[src/rtl/saradc_avg_fifo.sv]
// Averages groups of 2^LOG2_AVG SAR ADC conversions and queues the results
// in a small first-word-fall-through FIFO popped with a valid/ready handshake.
module saradc_avg_fifo #(
   parameter int DW         = 10,
   parameter int LOG2_AVG   = 2,
   parameter int LOG2_DEPTH = 2
) (
   input  logic                  clk,
   input  logic                  rstn,
   input  logic                  enable,
   input  logic [DW-1:0]         adc_result,
   input  logic                  adc_valid,
   output logic [DW-1:0]         avg_data,
   output logic                  avg_valid,
   input  logic                  avg_ready,
   output logic [LOG2_DEPTH:0]   fifo_count,
   output logic                  overflow,
   input  logic                  clr_ovf
);

   localparam int ACC_W = DW + LOG2_AVG;
   localparam int CNT_W = (LOG2_AVG > 0) ? LOG2_AVG : 1;
   localparam int DEPTH = 1 << LOG2_DEPTH;
   localparam logic [CNT_W-1:0]      CNT_LAST = CNT_W'((1 << LOG2_AVG) - 1);
   localparam logic [LOG2_DEPTH:0]   CNT_FULL = (LOG2_DEPTH+1)'(DEPTH);

   function automatic logic [DW-1:0] avg_trunc(input logic [ACC_W-1:0] sum);
      return sum[ACC_W-1:LOG2_AVG];
   endfunction

   logic                  r_adc_valid_q;
   logic [ACC_W-1:0]      r_acc;
   logic [CNT_W-1:0]      r_cnt;
   logic [DW-1:0]         r_mem [DEPTH];
   logic [LOG2_DEPTH-1:0] r_wr_ptr;
   logic [LOG2_DEPTH-1:0] r_rd_ptr;
   logic [LOG2_DEPTH:0]   r_count;
   logic                  r_overflow;

   logic                  w_sample_evt;
   logic                  w_last;
   logic [ACC_W-1:0]      w_sum;
   logic                  w_push;
   logic                  w_pop;
   logic                  w_full;
   logic                  w_empty;
   logic                  w_wr_en;
   logic                  w_drop;

   assign w_sample_evt = adc_valid & ~r_adc_valid_q & enable;
   assign w_last       = (r_cnt == CNT_LAST);
   assign w_sum        = r_acc + {{LOG2_AVG{1'b0}}, adc_result};
   assign w_push       = w_sample_evt & w_last;

   assign w_full  = (r_count == CNT_FULL);
   assign w_empty = (r_count == '0);
   assign w_pop   = ~w_empty & avg_ready;
   // A push into a full FIFO only lands when the same cycle frees a slot.
   assign w_wr_en = w_push & (~w_full | w_pop);
   assign w_drop  = w_push & w_full & ~w_pop;

   // Sample detect and accumulation
   always_ff @(posedge clk) begin
      if (!rstn) begin
         r_adc_valid_q <= 1'b0;
         r_acc         <= '0;
         r_cnt         <= '0;
      end else begin
         r_adc_valid_q <= adc_valid;
         if (!enable) begin
            r_acc <= '0;
            r_cnt <= '0;
         end else if (w_sample_evt) begin
            if (w_last) begin
               r_acc <= '0;
               r_cnt <= '0;
            end else begin
               r_acc <= w_sum;
               r_cnt <= r_cnt + 1'b1;
            end
         end
      end
   end

   always_ff @(posedge clk) begin
      if (w_wr_en) r_mem[r_wr_ptr] <= avg_trunc(w_sum);
   end

   // FIFO pointers, occupancy and sticky overflow
   always_ff @(posedge clk) begin
      if (!rstn) begin
         r_wr_ptr   <= '0;
         r_rd_ptr   <= '0;
         r_count    <= '0;
         r_overflow <= 1'b0;
      end else begin
         if (w_wr_en) r_wr_ptr <= r_wr_ptr + 1'b1;
         if (w_pop)   r_rd_ptr <= r_rd_ptr + 1'b1;
         if (w_wr_en && !w_pop)      r_count <= r_count + 1'b1;
         else if (w_pop && !w_wr_en) r_count <= r_count - 1'b1;
         if (w_drop)       r_overflow <= 1'b1;
         else if (clr_ovf) r_overflow <= 1'b0;
      end
   end

   // Head is forced to zero when empty so stale memory never shows after reset.
   assign avg_valid  = ~w_empty;
   assign avg_data   = w_empty ? '0 : r_mem[r_rd_ptr];
   assign fifo_count = r_count;
   assign overflow   = r_overflow;

endmodule

[config.mk]
export PLATFORM = sky130hd
export DESIGN_NAME = saradc_avg_fifo
export DESIGN_NICKNAME = d
export VERILOG_FILES = /design/src/rtl/saradc_avg_fifo.sv
export SDC_FILE = /design/constraint.sdc
export NUM_CORES = 1
export LEC_CHECK = 0
export ABC_CLOCK_PERIOD_IN_PS = 2300
export CORE_AREA = 2 2 80 82
export CTS_BUF_LIST = sky130_fd_sc_hd__clkbuf_4 sky130_fd_sc_hd__clkbuf_8
export DETAILED_ROUTE_END_ITERATION = 6
export DIE_AREA = 0 0 82 84
export GPL_TIMING_DRIVEN = 0
export PLACE_DENSITY = 0.83
export SYNTH_ARGS = -nofsm -noshare
export SYNTH_HDL_FRONTEND = slang
export SYNTH_SLANG_ARGS = --single-unit
export TNS_END_PERCENT = 100
[constraint.sdc]
create_clock -name clk -period 2.3 [get_ports clk]
set_input_delay 0.46 -clock clk [delete_from_list [all_inputs] [get_ports clk]]
set_output_delay 0.46 -clock clk [all_outputs]
set_load 0.01 [all_outputs]
==> impl_metrics.py <==
metrics = {
    "logic_synthesis": {
        "synthAdderAreaFrac_pct": 7.71,
        "yosysMostFrequentCell": "edfxtp_1",
        "synth_xor_area_share_pct": 3.93,
        "ys_seq_elements": 65,
        "synth_compound_area_share_pct": 9.03,
        "muxShareOfSynthArea_pct": 7.87,
        "synth_cell_types": 47,
        "synth_top_family_by_area": "simple AND/OR/NAND/NOR gates",
        "synthCells": 245,
        "synth_largest_area_cell": "edfxtp_1",
        "synth_edf_count": 40,
        "netlist_top_cells_count": "40 x edfxtp_1, 25 x dfxtp_1, 21 x and2_1",
        "syn_nets": 279,
        "ys_warn_count": 0,
        "async_flop_share_pct": 0,
        "netlist_area_um2": 3120,
        "synth_ff_type": "edfxtp_1",
        "ys_seq_area_share_pct": 54.6,
        "synthSimpleGateAreaFrac_pct": 15.0,
        "yosys-top-cells-area": "edfxtp_1 39%, dfxtp_1 16%, mux4_2 7.2%, ha_1 6.4%, and2_1 4.2%",
        "yosysTopAreaCellShare_pct": 38.5,
        "syn_avg_cell_area_um2": 12.7,
    },
    "clock_tree": {
        "hold_buffers": 0,
        "cts_sinks": 65,
        "path_clk_slew_ps": 80,
        "cts_root_buf": "clkbuf_8",
        "cts_tree": "yes",
        "cts_htree_levels": 3,
        "cts_buffer_depth": 2,
        "cts_inserted_buffers": 9,
        "insertion_delay_ps": 350,
    },
    "die": {
        "fp.dieArea_um2": 6890,
        "die_width_um": 82,
        "num_rows": 29,
        "ios": 31,
        "core-area_um2": 6100,
        "start_util_pct": 51.1,
        "fp.dieH_um": 84,
    },
    "place": {
        "routabilityCongestion": 0.873,
        "dp_cells": 352,
        "hpwl_um": 4130,
        "io_buffers": 30,
    },
    "setup_path": {
        "setup.worst_path.class": "in2reg",
        "start_kind": "input pin",
        "ff2ff_setup_slack_ps": 90,
        "endpoint_kind": "flop",
        "rr_startpoint": "r_cnt[0]$_SDFFE_PN0N_",
        "reg2reg_to": "fifo_count[2]$_SDFFE_PN0P_",
        "critPathTopFamily": "simple AND/OR/NAND/NOR gates",
        "critical_path_cell_count": 6,
        "crit_required_ps": 2400,
        "crit_fanout": 6,
        "crit_path_max_incr_delay_ps": 460,
        "worst_path_max_delay_cell": "clkdlybuf4s50_1",
        "ff2ff_path_depth": 9,
        "path_buf_inv": 1,
        "worstSetupStartpoint": "adc_result[4]",
        "endpoint": "r_mem[2][3]$_DFFE_PP_",
        "arrival_ps": 2350,
        "crit_chain": "clkdlybuf4s50_1 -> ha_2 -> a21o_2 -> a31o_4 -> or3_1 -> and2_2",
    },
    "grt": {
        "grt_pass1_wl_um": 9990,
        "grt_usage_pct": 19.7,
        "antenna_found_initial": 0,
        "grt_pass1_vias": 2121,
        "grt_max_degree": 14,
        "grt_overflow": 0,
    },
    "power": {
        "p_leak_nw": 1.49,
        "power_mw": 3.23,
        "peakVddDrop_uv": 567,
        "powerDensity_nw_per_um2": 815,
    },
    "cells_and_area": {
        "n_antenna_cell": 0,
        "stdcell_count": 378,
        "drive_above_1_share_pct": 21.9,
        "fin_nets": 330,
        "syn2layout_area_growth_pct": 27.1,
        "fill_cells": 431,
    },
    "run": {
        "drv_cap": 0,
    },
    "timing": {
        "hold_viol_final": 0,
        "finalSetupViolCount": 0,
        "finalCriticalPeriod_ps": 2250,
        "slew_violations": 0,
        "period_share_pct": 98.0,
        "clock-skew-final_ps": 7.63,
        "tightest_slew_ps": 571,
        "max_freq_mhz": 444,
        "relSlewSlack_pct": 62.0,
    },
    "detailed_routing": {
        "num_vias": 2115,
        "drtAntennaViolNets": 0,
        "avgViaCountPerCell": 5.60,
        "wire_per_inst_um": 16.4,
        "drt_wl_total_um": 6210,
        "drtIter0Drc": 93,
        "first_pass_iters": 4,
        "drc": 0,
    },
    "status": {
        "status": "finished clean",
    },
    "worst_hold_path": {
        "holdCritPathClass": "in2reg",
    },
}
## power by group
group          total (mW)  internal, mW  switching (mW)
combinational       0.806         0.449           0.357
sequential           1.34          1.28          0.0581
clock                1.09         0.619           0.466
## cell type report
| cell class | instances | area, µm² | share of cell area (%) |
|---|---|---|---|
| sequential | 65 | 1710 | 43.1 |
| timing repair buffer | 41 | 405 | 10.2 |
| inverter | 5 | 18.8 | 0.474 |
| clock inverter | 7 | 101 | 2.56 |
| buffer | 9 | 51.3 | 1.29 |
| tap | 77 | 96.3 | 2.43 |
| clock buffer | 9 | 124 | 3.13 |
| multi-input combinational | 165 | 1460 | 36.8 |
## state kept, by name, indices dropped and copies added, names as in the netlist, named ones only
signal	cells
r_mem	40
fifo_count	3
r_cnt	2
r_acc	12
overflow	1
r_wr_ptr	2
r_adc_valid_q	1
r_rd_ptr	2
## cells in the final DEF (no fill, tap or decap), drive strengths merged, types with 3 or more instances in the layout
| master | Yosys | routed |
|---|---|---|
| and3 | 3 | 3 |
| clkdlybuf4s15 | 0 | 7 |
| nand4b | 3 | 3 |
| nor3b | 3 | 3 |
| dlymetal6s2s | 0 | 3 |
| clkdlybuf4s50 | 0 | 16 |
| inv | 5 | 7 |
| edfxtp | 40 | 40 |
| nor3 | 3 | 3 |
| nand3 | 8 | 8 |
| or3 | 3 | 3 |
| and2 | 22 | 22 |
| a21oi | 10 | 10 |
| xor2 | 6 | 6 |
| a21o | 5 | 5 |
| mux4 | 10 | 10 |
| nor2b | 3 | 3 |
| nor2 | 14 | 14 |
| ha | 16 | 16 |
| buf | 4 | 14 |
| nand2 | 12 | 12 |
| dlygate4sd2 | 0 | 4 |
| clkbuf | 6 | 15 |
| o21ai | 6 | 6 |
| xnor2 | 8 | 8 |
| dfxtp | 25 | 25 |
## how the worst min path moves through the flow
stage / depth (start not counted) / to / from
6_report: 2 / r_adc_valid_q$_SDFF_PN0_ / adc_valid
2_1_floorplan: 2 / r_cnt[1]$_SDFFE_PN0N_ / r_cnt[1]$_SDFFE_PN0N_
5_1_grt: 2 / r_adc_valid_q$_SDFF_PN0_ / adc_valid
3_5_place_dp: 2 / r_cnt[1]$_SDFFE_PN0N_ / r_cnt[1]$_SDFFE_PN0N_
4_1_cts: 2 / r_cnt[1]$_SDFFE_PN0N_ / r_cnt[1]$_SDFFE_PN0N_
3_3_place_gp: 2 / r_cnt[1]$_SDFFE_PN0N_ / r_cnt[1]$_SDFFE_PN0N_
## per-stage QoR
step                      setup slack, ps  TNS [ps]  util [%]  hold WS (ps)  cell area (µm²)
after CTS                            7.25         0      63.2           490             3850
after global placement               -661    -19650      57.8           448             3520
after detailed placement             -695    -21790      57.8           479             3520
after floorplan                      90.7         0         -           440             3120
final                                47.1         0      65.0           387             3960
after global routing                -39.3     -39.3      65.0           411             3960
## routing by layer
metal	up-vias	track usage, %	share of wire (%)
met3	13	4.22	3.7
li1	1017	-	-
met4	0	7.27	2.0
met2	49	34.4	53
met5	-	0	0
met1	1036	23.4	41
## kinds of logic after synthesis
family	count (synthesis)
AND/OR/NAND/NOR	82
flip-flops	65
AO/OA/AOI/OAI	39
adder cells (fa/ha/maj)	18
buffers and inverters	15
XOR/XNOR	14
multiplexers	12
## repair_timing
item | in CTS | in global routing
cloned | 1 | 0
setup buffers | 6 | 4
resized for setup | 29 | 23
endpoints found under the setup margin | 26 | 59
pin swaps | 8 | 10
endpoints found under the hold margin | 0 | 0
Power figures use the tool's default switching activity.
